<file path="config.mk">
export PLATFORM = sky130hd
export DESIGN_NAME = load_store_unit_flat
export DESIGN_NICKNAME = d
export VERILOG_FILES = /design/src/rtl/lsu_pkg.sv /design/src/rtl/lsu_if.sv /design/src/rtl/lsu_align.sv /design/src/rtl/load_store_unit.sv /design/src/flat_wrapper.sv
export SDC_FILE = /design/constraint.sdc
export NUM_CORES = 1
export LEC_CHECK = 0
export CORE_MARGIN = 5
export CORE_UTILIZATION = 41
export CTS_CLUSTER_SIZE = 10
export DETAILED_ROUTE_END_ITERATION = 12
export PLACE_DENSITY_LB_ADDON = 0.05
export SLEW_MARGIN = 30
export SYNTH_ARGS = -nofsm -noshare
export SYNTH_HDL_FRONTEND = slang
export SYNTH_SLANG_ARGS = --single-unit
</file>
<file path="constraint.sdc">
create_clock -name clk -period 4.6 [get_ports clk]
set_input_delay 0.92 -clock clk [delete_from_list [all_inputs] [get_ports clk]]
set_output_delay 0.92 -clock clk [all_outputs]
set_load 0.005 [all_outputs]
</file>
<file path="src/rtl/lsu_pkg.sv">
// Shared size codes, FSM state encoding and byte-enable patterns for the load/store unit.
package lsu_pkg;

  typedef enum logic [1:0] {
    SZ_BYTE = 2'b00,
    SZ_HALF = 2'b01,
    SZ_WORD = 2'b10,
    SZ_ILL  = 2'b11
  } size_e;

  typedef enum logic [2:0] {
    ST_IDLE   = 3'd0,
    ST_ACCESS = 3'd1,
    ST_WAIT   = 3'd2,
    ST_RESP   = 3'd3,
    ST_ERR    = 3'd4
  } state_e;

  // Big-endian lanes: byte offset 0 lives in BE[3] / data bits [31:24].
  localparam logic [3:0] BE_BYTE0 = 4'b1000;
  localparam logic [3:0] BE_HALF0 = 4'b1100;
  localparam logic [3:0] BE_HALF2 = 4'b0011;
  localparam logic [3:0] BE_WORD  = 4'b1111;

endpackage

</file>
<file path="src/rtl/lsu_if.sv">
// Request/response and DataMemory signals of the load/store unit, bundled as one interface.
interface lsu_if #(
  parameter int AW = 32
);
  logic          req_valid;
  logic          req_ready;
  logic          req_we;
  logic [1:0]    req_size;
  logic          req_unsigned;
  logic [AW-1:0] req_addr;
  logic [31:0]   req_wdata;
  logic          resp_valid;
  logic [31:0]   resp_rdata;
  logic          err;
  logic [AW-1:0] mem_A;
  logic          mem_WE;
  logic [3:0]    mem_BE;
  logic [31:0]   mem_WD;
  logic [31:0]   mem_RD;

  // master: execute stage plus DataMemory; slave: the load/store unit itself.
  modport master (
    output req_valid, req_we, req_size, req_unsigned, req_addr, req_wdata, mem_RD,
    input  req_ready, resp_valid, resp_rdata, err, mem_A, mem_WE, mem_BE, mem_WD
  );

  modport slave (
    input  req_valid, req_we, req_size, req_unsigned, req_addr, req_wdata, mem_RD,
    output req_ready, resp_valid, resp_rdata, err, mem_A, mem_WE, mem_BE, mem_WD
  );
endinterface

</file>
<file path="src/rtl/lsu_align.sv">
// Combinational lane logic: store byte enables / replicated data / error, and load extraction.
module lsu_align
  import lsu_pkg::*;
(
  input  logic [1:0]  wr_size,
  input  logic [1:0]  wr_off,
  input  logic [31:0] wdata,
  output logic [3:0]  be,
  output logic [31:0] wd,
  output logic        err,
  input  logic [1:0]  rd_size,
  input  logic [1:0]  rd_off,
  input  logic        rd_unsigned,
  input  logic [31:0] rd,
  output logic [31:0] rdata
);

  logic [7:0]  rd_byte;
  logic [15:0] rd_half;

  always_comb begin
    // NOTE: every output gets a default first so no path through the case infers a latch.
    be  = '0;
    wd  = '0;
    err = 1'b0;
    case (size_e'(wr_size))
      SZ_BYTE: begin
        be = BE_BYTE0 >> wr_off;
        wd = {4{wdata[7:0]}};
      end
      SZ_HALF: begin
        err = wr_off[0];
        be  = wr_off[0] ? 4'b0000 : (wr_off[1] ? BE_HALF2 : BE_HALF0);
        wd  = {2{wdata[15:0]}};
      end
      SZ_WORD: begin
        err = (wr_off != 2'b00);
        be  = (wr_off != 2'b00) ? 4'b0000 : BE_WORD;
        wd  = wdata;
      end
      default: err = 1'b1;
    endcase
  end

  always_comb begin
    case (rd_off)
      2'd0:    rd_byte = rd[31:24];
      2'd1:    rd_byte = rd[23:16];
      2'd2:    rd_byte = rd[15:8];
      default: rd_byte = rd[7:0];
    endcase
    rd_half = rd_off[1] ? rd[15:0] : rd[31:16];
    rdata   = '0;
    case (size_e'(rd_size))
      SZ_BYTE: rdata = rd_unsigned ? {24'b0, rd_byte} : {{24{rd_byte[7]}}, rd_byte};
      SZ_HALF: rdata = rd_unsigned ? {16'b0, rd_half} : {{16{rd_half[15]}}, rd_half};
      SZ_WORD: rdata = rd;
      default: rdata = '0;
    endcase
  end

endmodule

</file>
<file path="src/rtl/load_store_unit.sv">
// Load/store unit: accepts one request at a time, drives DataMemory and returns extended load data.
module load_store_unit
  import lsu_pkg::*;
#(
  parameter int MEM_RD_LAT = 1,
  parameter int AW         = 32
) (
  input  logic  clk,
  input  logic  rst,
  lsu_if.slave  bus
);

  localparam int CW = (MEM_RD_LAT > 1) ? $clog2(MEM_RD_LAT) : 1;
  localparam logic [CW-1:0] CNT_LAST = CW'((MEM_RD_LAT > 0) ? MEM_RD_LAT - 1 : 0);

  state_e        state;
  logic [CW-1:0] cnt;
  logic [AW-1:0] mem_a_q;
  logic [3:0]    mem_be_q;
  logic [31:0]   mem_wd_q;
  logic          mem_we_q;
  logic [1:0]    size_q;
  logic [1:0]    off_q;
  logic          uns_q;
  logic          we_q;
  logic [31:0]   rdata_q;

  logic [3:0]    a_be;
  logic [31:0]   a_wd;
  logic          a_err;
  logic [31:0]   x_rdata;

  lsu_align u_align (
    .wr_size     (bus.req_size),
    .wr_off      (bus.req_addr[1:0]),
    .wdata       (bus.req_wdata),
    .be          (a_be),
    .wd          (a_wd),
    .err         (a_err),
    .rd_size     (size_q),
    .rd_off      (off_q),
    .rd_unsigned (uns_q),
    .rd          (bus.mem_RD),
    .rdata       (x_rdata)
  );

  // NOTE: all state below uses non-blocking assignments so every register samples pre-edge values.
  always_ff @(posedge clk or posedge rst) begin
    if (rst) begin
      state    <= ST_IDLE;
      cnt      <= '0;
      mem_a_q  <= '0;
      mem_be_q <= '0;
      mem_wd_q <= '0;
      mem_we_q <= 1'b0;
      size_q   <= '0;
      off_q    <= '0;
      uns_q    <= 1'b0;
      we_q     <= 1'b0;
      rdata_q  <= '0;
    end else begin
      mem_we_q <= 1'b0;
      case (state)
        ST_IDLE: begin
          if (bus.req_valid) begin
            size_q  <= bus.req_size;
            off_q   <= bus.req_addr[1:0];
            uns_q   <= bus.req_unsigned;
            we_q    <= bus.req_we;
            rdata_q <= '0;
            if (a_err) begin
              state <= ST_ERR;
            end else begin
              state    <= ST_ACCESS;
              mem_a_q  <= {bus.req_addr[AW-1:2], 2'b00};
              mem_be_q <= a_be;
              mem_wd_q <= a_wd;
              mem_we_q <= bus.req_we;
            end
          end
        end
        ST_ACCESS: begin
          if (we_q || MEM_RD_LAT == 0) begin
            state    <= ST_RESP;
            rdata_q  <= we_q ? '0 : x_rdata;
            mem_a_q  <= '0;
            mem_be_q <= '0;
            mem_wd_q <= '0;
          end else begin
            state <= ST_WAIT;
            cnt   <= '0;
          end
        end
        ST_WAIT: begin
          if (cnt == CNT_LAST) begin
            state    <= ST_RESP;
            rdata_q  <= x_rdata;
            mem_a_q  <= '0;
            mem_be_q <= '0;
            mem_wd_q <= '0;
          end else begin
            cnt <= cnt + CW'(1);
          end
        end
        ST_RESP: begin
          state   <= ST_IDLE;
          rdata_q <= '0;
        end
        ST_ERR:  state <= ST_IDLE;
        default: state <= ST_IDLE;
      endcase
    end
  end

  assign bus.req_ready  = (state == ST_IDLE);
  assign bus.resp_valid = (state == ST_RESP) || (state == ST_ERR);
  assign bus.err        = (state == ST_ERR);
  assign bus.resp_rdata = rdata_q;
  assign bus.mem_A      = mem_a_q;
  assign bus.mem_BE     = mem_be_q;
  assign bus.mem_WD     = mem_wd_q;
  assign bus.mem_WE     = mem_we_q;

endmodule

</file>
<file path="src/flat_wrapper.sv">
// flat-port wrapper written by rule: the top's interface ports become plain ports
module load_store_unit_flat import lsu_pkg::*;
#(
  parameter int MEM_RD_LAT = 1,
  parameter int AW         = 32
)
  (clk, rst, bus_req_valid, bus_req_we, bus_req_size, bus_req_unsigned, bus_req_addr, bus_req_wdata, bus_mem_RD, bus_req_ready, bus_resp_valid, bus_resp_rdata, bus_err, bus_mem_A, bus_mem_WE, bus_mem_BE, bus_mem_WD);
  lsu_if #(.AW(AW)) bus_i ();
  input  logic clk;
  input  logic rst;
  input wire logic [$bits(bus_i.req_valid)-1:0] bus_req_valid;
  input wire logic [$bits(bus_i.req_we)-1:0] bus_req_we;
  input wire logic [$bits(bus_i.req_size)-1:0] bus_req_size;
  input wire logic [$bits(bus_i.req_unsigned)-1:0] bus_req_unsigned;
  input wire logic [$bits(bus_i.req_addr)-1:0] bus_req_addr;
  input wire logic [$bits(bus_i.req_wdata)-1:0] bus_req_wdata;
  input wire logic [$bits(bus_i.mem_RD)-1:0] bus_mem_RD;
  output wire logic [$bits(bus_i.req_ready)-1:0] bus_req_ready;
  output wire logic [$bits(bus_i.resp_valid)-1:0] bus_resp_valid;
  output wire logic [$bits(bus_i.resp_rdata)-1:0] bus_resp_rdata;
  output wire logic [$bits(bus_i.err)-1:0] bus_err;
  output wire logic [$bits(bus_i.mem_A)-1:0] bus_mem_A;
  output wire logic [$bits(bus_i.mem_WE)-1:0] bus_mem_WE;
  output wire logic [$bits(bus_i.mem_BE)-1:0] bus_mem_BE;
  output wire logic [$bits(bus_i.mem_WD)-1:0] bus_mem_WD;
  assign bus_i.req_valid = bus_req_valid;
  assign bus_i.req_we = bus_req_we;
  assign bus_i.req_size = bus_req_size;
  assign bus_i.req_unsigned = bus_req_unsigned;
  assign bus_i.req_addr = bus_req_addr;
  assign bus_i.req_wdata = bus_req_wdata;
  assign bus_i.mem_RD = bus_mem_RD;
  assign bus_req_ready = bus_i.req_ready;
  assign bus_resp_valid = bus_i.resp_valid;
  assign bus_resp_rdata = bus_i.resp_rdata;
  assign bus_err = bus_i.err;
  assign bus_mem_A = bus_i.mem_A;
  assign bus_mem_WE = bus_i.mem_WE;
  assign bus_mem_BE = bus_i.mem_BE;
  assign bus_mem_WD = bus_i.mem_WD;
  load_store_unit #(.MEM_RD_LAT(MEM_RD_LAT), .AW(AW)) u_core (.clk(clk), .rst(rst), .bus(bus_i));
endmodule
</file>
==> impl_metrics.env <==
export IMPL_worst_setup_path_end_kind="output port"
export IMPL_rsz0062_at_grt="no"
export IMPL_synth_area_per_cell_sq_um=10.4
export IMPL_finalPower_uw=4720
export IMPL_drt_iter0_markers=456
export IMPL_htreeDepth=3
export IMPL_final_setup_tns_ns=0
export IMPL_grt_pass1_wl_um=25500
export IMPL_intPower_uw=3060
export IMPL_drv_slew=0
export IMPL_clk_path_buf_depth=2
export IMPL_cts_buffers=9
export IMPL_crit_fanout=18
export IMPL_initial_core_util_pct=41.8
export IMPL_slowest_delay_ns=0.54
export IMPL_maxCapViolations=0
export IMPL_seq_area_frac_synth_pct=48.9
export IMPL_yosysUniqueCellTypes=39
export IMPL_ys_warn_count=0
export IMPL_layout_nets=819
export IMPL_cts_resized=0
export IMPL_dp_slack_ns=1.19
export IMPL_wl_um=16000
export IMPL_crit_arrival_ns=2.24
export IMPL_syn_cell_area_sq_um=5530
export IMPL_yosys_register_bits=108
export IMPL_swShare_pct=35.3
export IMPL_routed_via_density=5.20
export IMPL_fmax_mhz=317
export IMPL_power_frac_seq_pct=32.3
export IMPL_syn_inst=531
export IMPL_io_pins=207
export IMPL_cts_sinks=108
export IMPL_antenna_left=0
export IMPL_rows=42
export IMPL_grt_usage_pct=20.1
export IMPL_crit_family="simple AND/OR/NAND/NOR gates"
export IMPL_path_buf_inv=1
export IMPL_num_vias=4664
export IMPL_die_y_um=126
export IMPL_place_gp_congestion=0.827
export IMPL_fin_area_sq_um=8030
export IMPL_clock_latency_ns=0.35
export IMPL_combPwrFrac_pct=49.3
export IMPL_setup_viol=0
export IMPL_ir_drop_mv=0.363
export IMPL_die_x_um=126
export IMPL_max_slew_margin_pct=39.6
export IMPL_fin_worst_skew_ns=0.00495
export IMPL_setup_ws_ns=1.44
export IMPL_drive_gt1_share_pct=11.5
export IMPL_postCtsHoldBufs=0
export IMPL_min_period_over_period_pct=68.6
export IMPL_min_path_type="reg -> reg"
export IMPL_post_cts_buffers=0
export IMPL_routedWlPerCell_um=17.8
export IMPL_placed_area_sq_um=7700
export IMPL_power_density_nw_per_um2=588
export IMPL_drcViolationCount=0
export IMPL_clk_pin_slew_ns=0.07
export IMPL_crit_type="reg -> out"
export IMPL_first_pass_iters=4
export IMPL_core_area_sq_um=13200
export IMPL_dieArea_sq_um=15900
export IMPL_cts_tree="done"
export IMPL_grt_overflow=0
export IMPL_antenna_cells=0
export IMPL_worstSetupStartpointType="flop"
export IMPL_critPathRequiredTime_ns=3.68
export IMPL_min_period_ns=3.16
export IMPL_grt_antenna_before_repair=0
export IMPL_grt_pass1_vias=4774
export IMPL_switchingPower_uw=1660
export IMPL_hold_viol_final=0
export IMPL_crit_chain="or2_2 > nor2_1 > o21bai_1 > clkdlybuf4s50_1"
export IMPL_grt_max_degree=66
export IMPL_clockRootBuffer="clkbuf_16"
export IMPL_syn_to_final_growth_pct=45.1
export IMPL_leakagePower_uw=0.00357
export IMPL_clkPwrFrac_pct=18.4
export IMPL_status="finished, final reports clean"
export IMPL_cp_slowest_cell="clkdlybuf4s50_1"
export IMPL_worst_slew_pin_slew_ns=0.907
export IMPL_io_buffer_count=204
export IMPL_dpl_hpwl_um=11800
## cell type report
class | count | area, sq um
fillers | 1135 | 5210
clock inverters | 6 | 93.8
multi-input cells | 339 | 2490
repair buffers | 214 | 2120
well taps | 176 | 220
flip-flops and latches | 108 | 2700
inverters | 44 | 168
clock buffers | 10 | 239
## state kept, by name (all words and copies together) (netlist names)
register and count:
u_core.bus.resp_rdata 32, u_core.bus.mem_WE 1, u_core.bus.mem_A 30, u_core.state 3, u_core.uns_q 1, u_core.we_q 1, u_core.bus.mem_BE 4, u_core.size_q 2
u_core.off_q 2, u_core.bus.mem_WD 32
## cells in the mapped netlist, drive strengths merged
master	number	share of area, %
conb	1	0.068
inv	44	3.0
nor2	7	0.48
a211o	1	0.16
nor3	5	0.75
a221o	17	3.3
o2bb2ai	15	2.4
o311ai	1	0.16
buf	18	2.1
nand2b	10	1.1
o21bai	2	0.27
nor2b	5	0.57
mux2	31	6.3
a22oi	8	1.1
mux4	8	3.3
a21oi	26	2.4
o21ai	4	0.36
and2	2	0.23
and3	1	0.11
xor2	2	0.32
nand2	104	7.1
a21o	17	2.3
nand3b	1	0.14
or2	1	0.11
mux2i	57	10
a2111oi	1	0.16
a22o	1	0.16
nand3	9	0.81
dfrtp	108	49
clkbuf	23	1.6
or3b	1	0.16
## placed cells by master (no fill, tap or decap), types with 7 or more instances in the layout
cell	Yosys	layout
mux4_2	8	8
a221o_1	7	7
clkdlybuf4s50_1	0	204
a21oi_1	26	26
mux2_2	31	31
a221o_2	10	10
o2bb2ai_1	15	15
mux2i_1	57	57
nand3_1	9	9
nand2b_1	10	10
inv_1	44	43
nand2_1	104	104
clkbuf_16	0	9
a22oi_1	8	8
buf_4	6	10
a21o_1	17	16
dfrtp_1	108	108
## cells by family (layout without fill, tap and decap cells)
family	count (synthesis)	in the layout	synth area share (%)
AOI/OAI and AO/OA	93	93	12.7
xor gates and xnor gates	2	2	0.317
buffers and inverters	85	274	6.65
DFF	108	108	48.9
muxes	96	96	19.9
other	1	2	0.0678
and+or+nand+nor	146	146	11.5
## tightest hold or removal path: stages, from the launching register on
cell     delay (ns)
dfrtp_1        0.35
nand2_1        0.05
nand2_1        0.05
## metrics by stage
| step | util, % | hold slack (ns) | instances |
|---|---|---|---|
| final | 60.6 | 0.469 | 897 |
| after detailed placement | 58.1 | 0.459 | 881 |
| after floorplan | - | 0.463 | 532 |
| after global routing | 60.6 | 0.509 | 897 |
| after CTS | 60.6 | 0.476 | 897 |
| after global placement | 58.1 | 0.450 | 881 |
## path summary, 6_finish.rpt
kind | from | slack [ns] | end | cells past startpoint
min in group asynchronous | rst | 1.08 | u_core.bus.resp_rdata[10] | 2
max in group asynchronous | rst | 2.67 | u_core.bus.mem_WD[9] | 3
min reg2reg | u_core.bus.resp_rdata[4] | 0.47 | u_core.bus.resp_rdata[4] | 2
max reg2reg | u_core.state[0] | 2.24 | u_core.bus.mem_WD[16] | 4
min | u_core.bus.resp_rdata[4] | 0.47 | u_core.bus.resp_rdata[4] | 2
max | u_core.state[0] | 1.44 | bus_resp_valid | 4
## layer usage
layer	GRT usage, %	up-vias	share of wire [%]
met5	0	-	0
met4	5.11	0	1.3
li1	-	2191	-
met3	6.05	14	7.1
met2	31.9	170	48
met1	27.2	2289	43
## power groups by stage
| stage | clock [uW] | sequential [uW] | combinational, uW |
|---|---|---|---|
| 5_1_grt | 930 | 1580 | 2530 |
| 2_1_floorplan | 0 | 1490 | 1390 |
| 3_5_place_dp | 0 | 1550 | 2350 |
| 3_3_place_gp | 0 | 1540 | 2310 |
| 6_report | 867 | 1530 | 2330 |
| 4_1_cts | 892 | 1530 | 2360 |
Note: power is estimated with default switching activity, not from simulation.
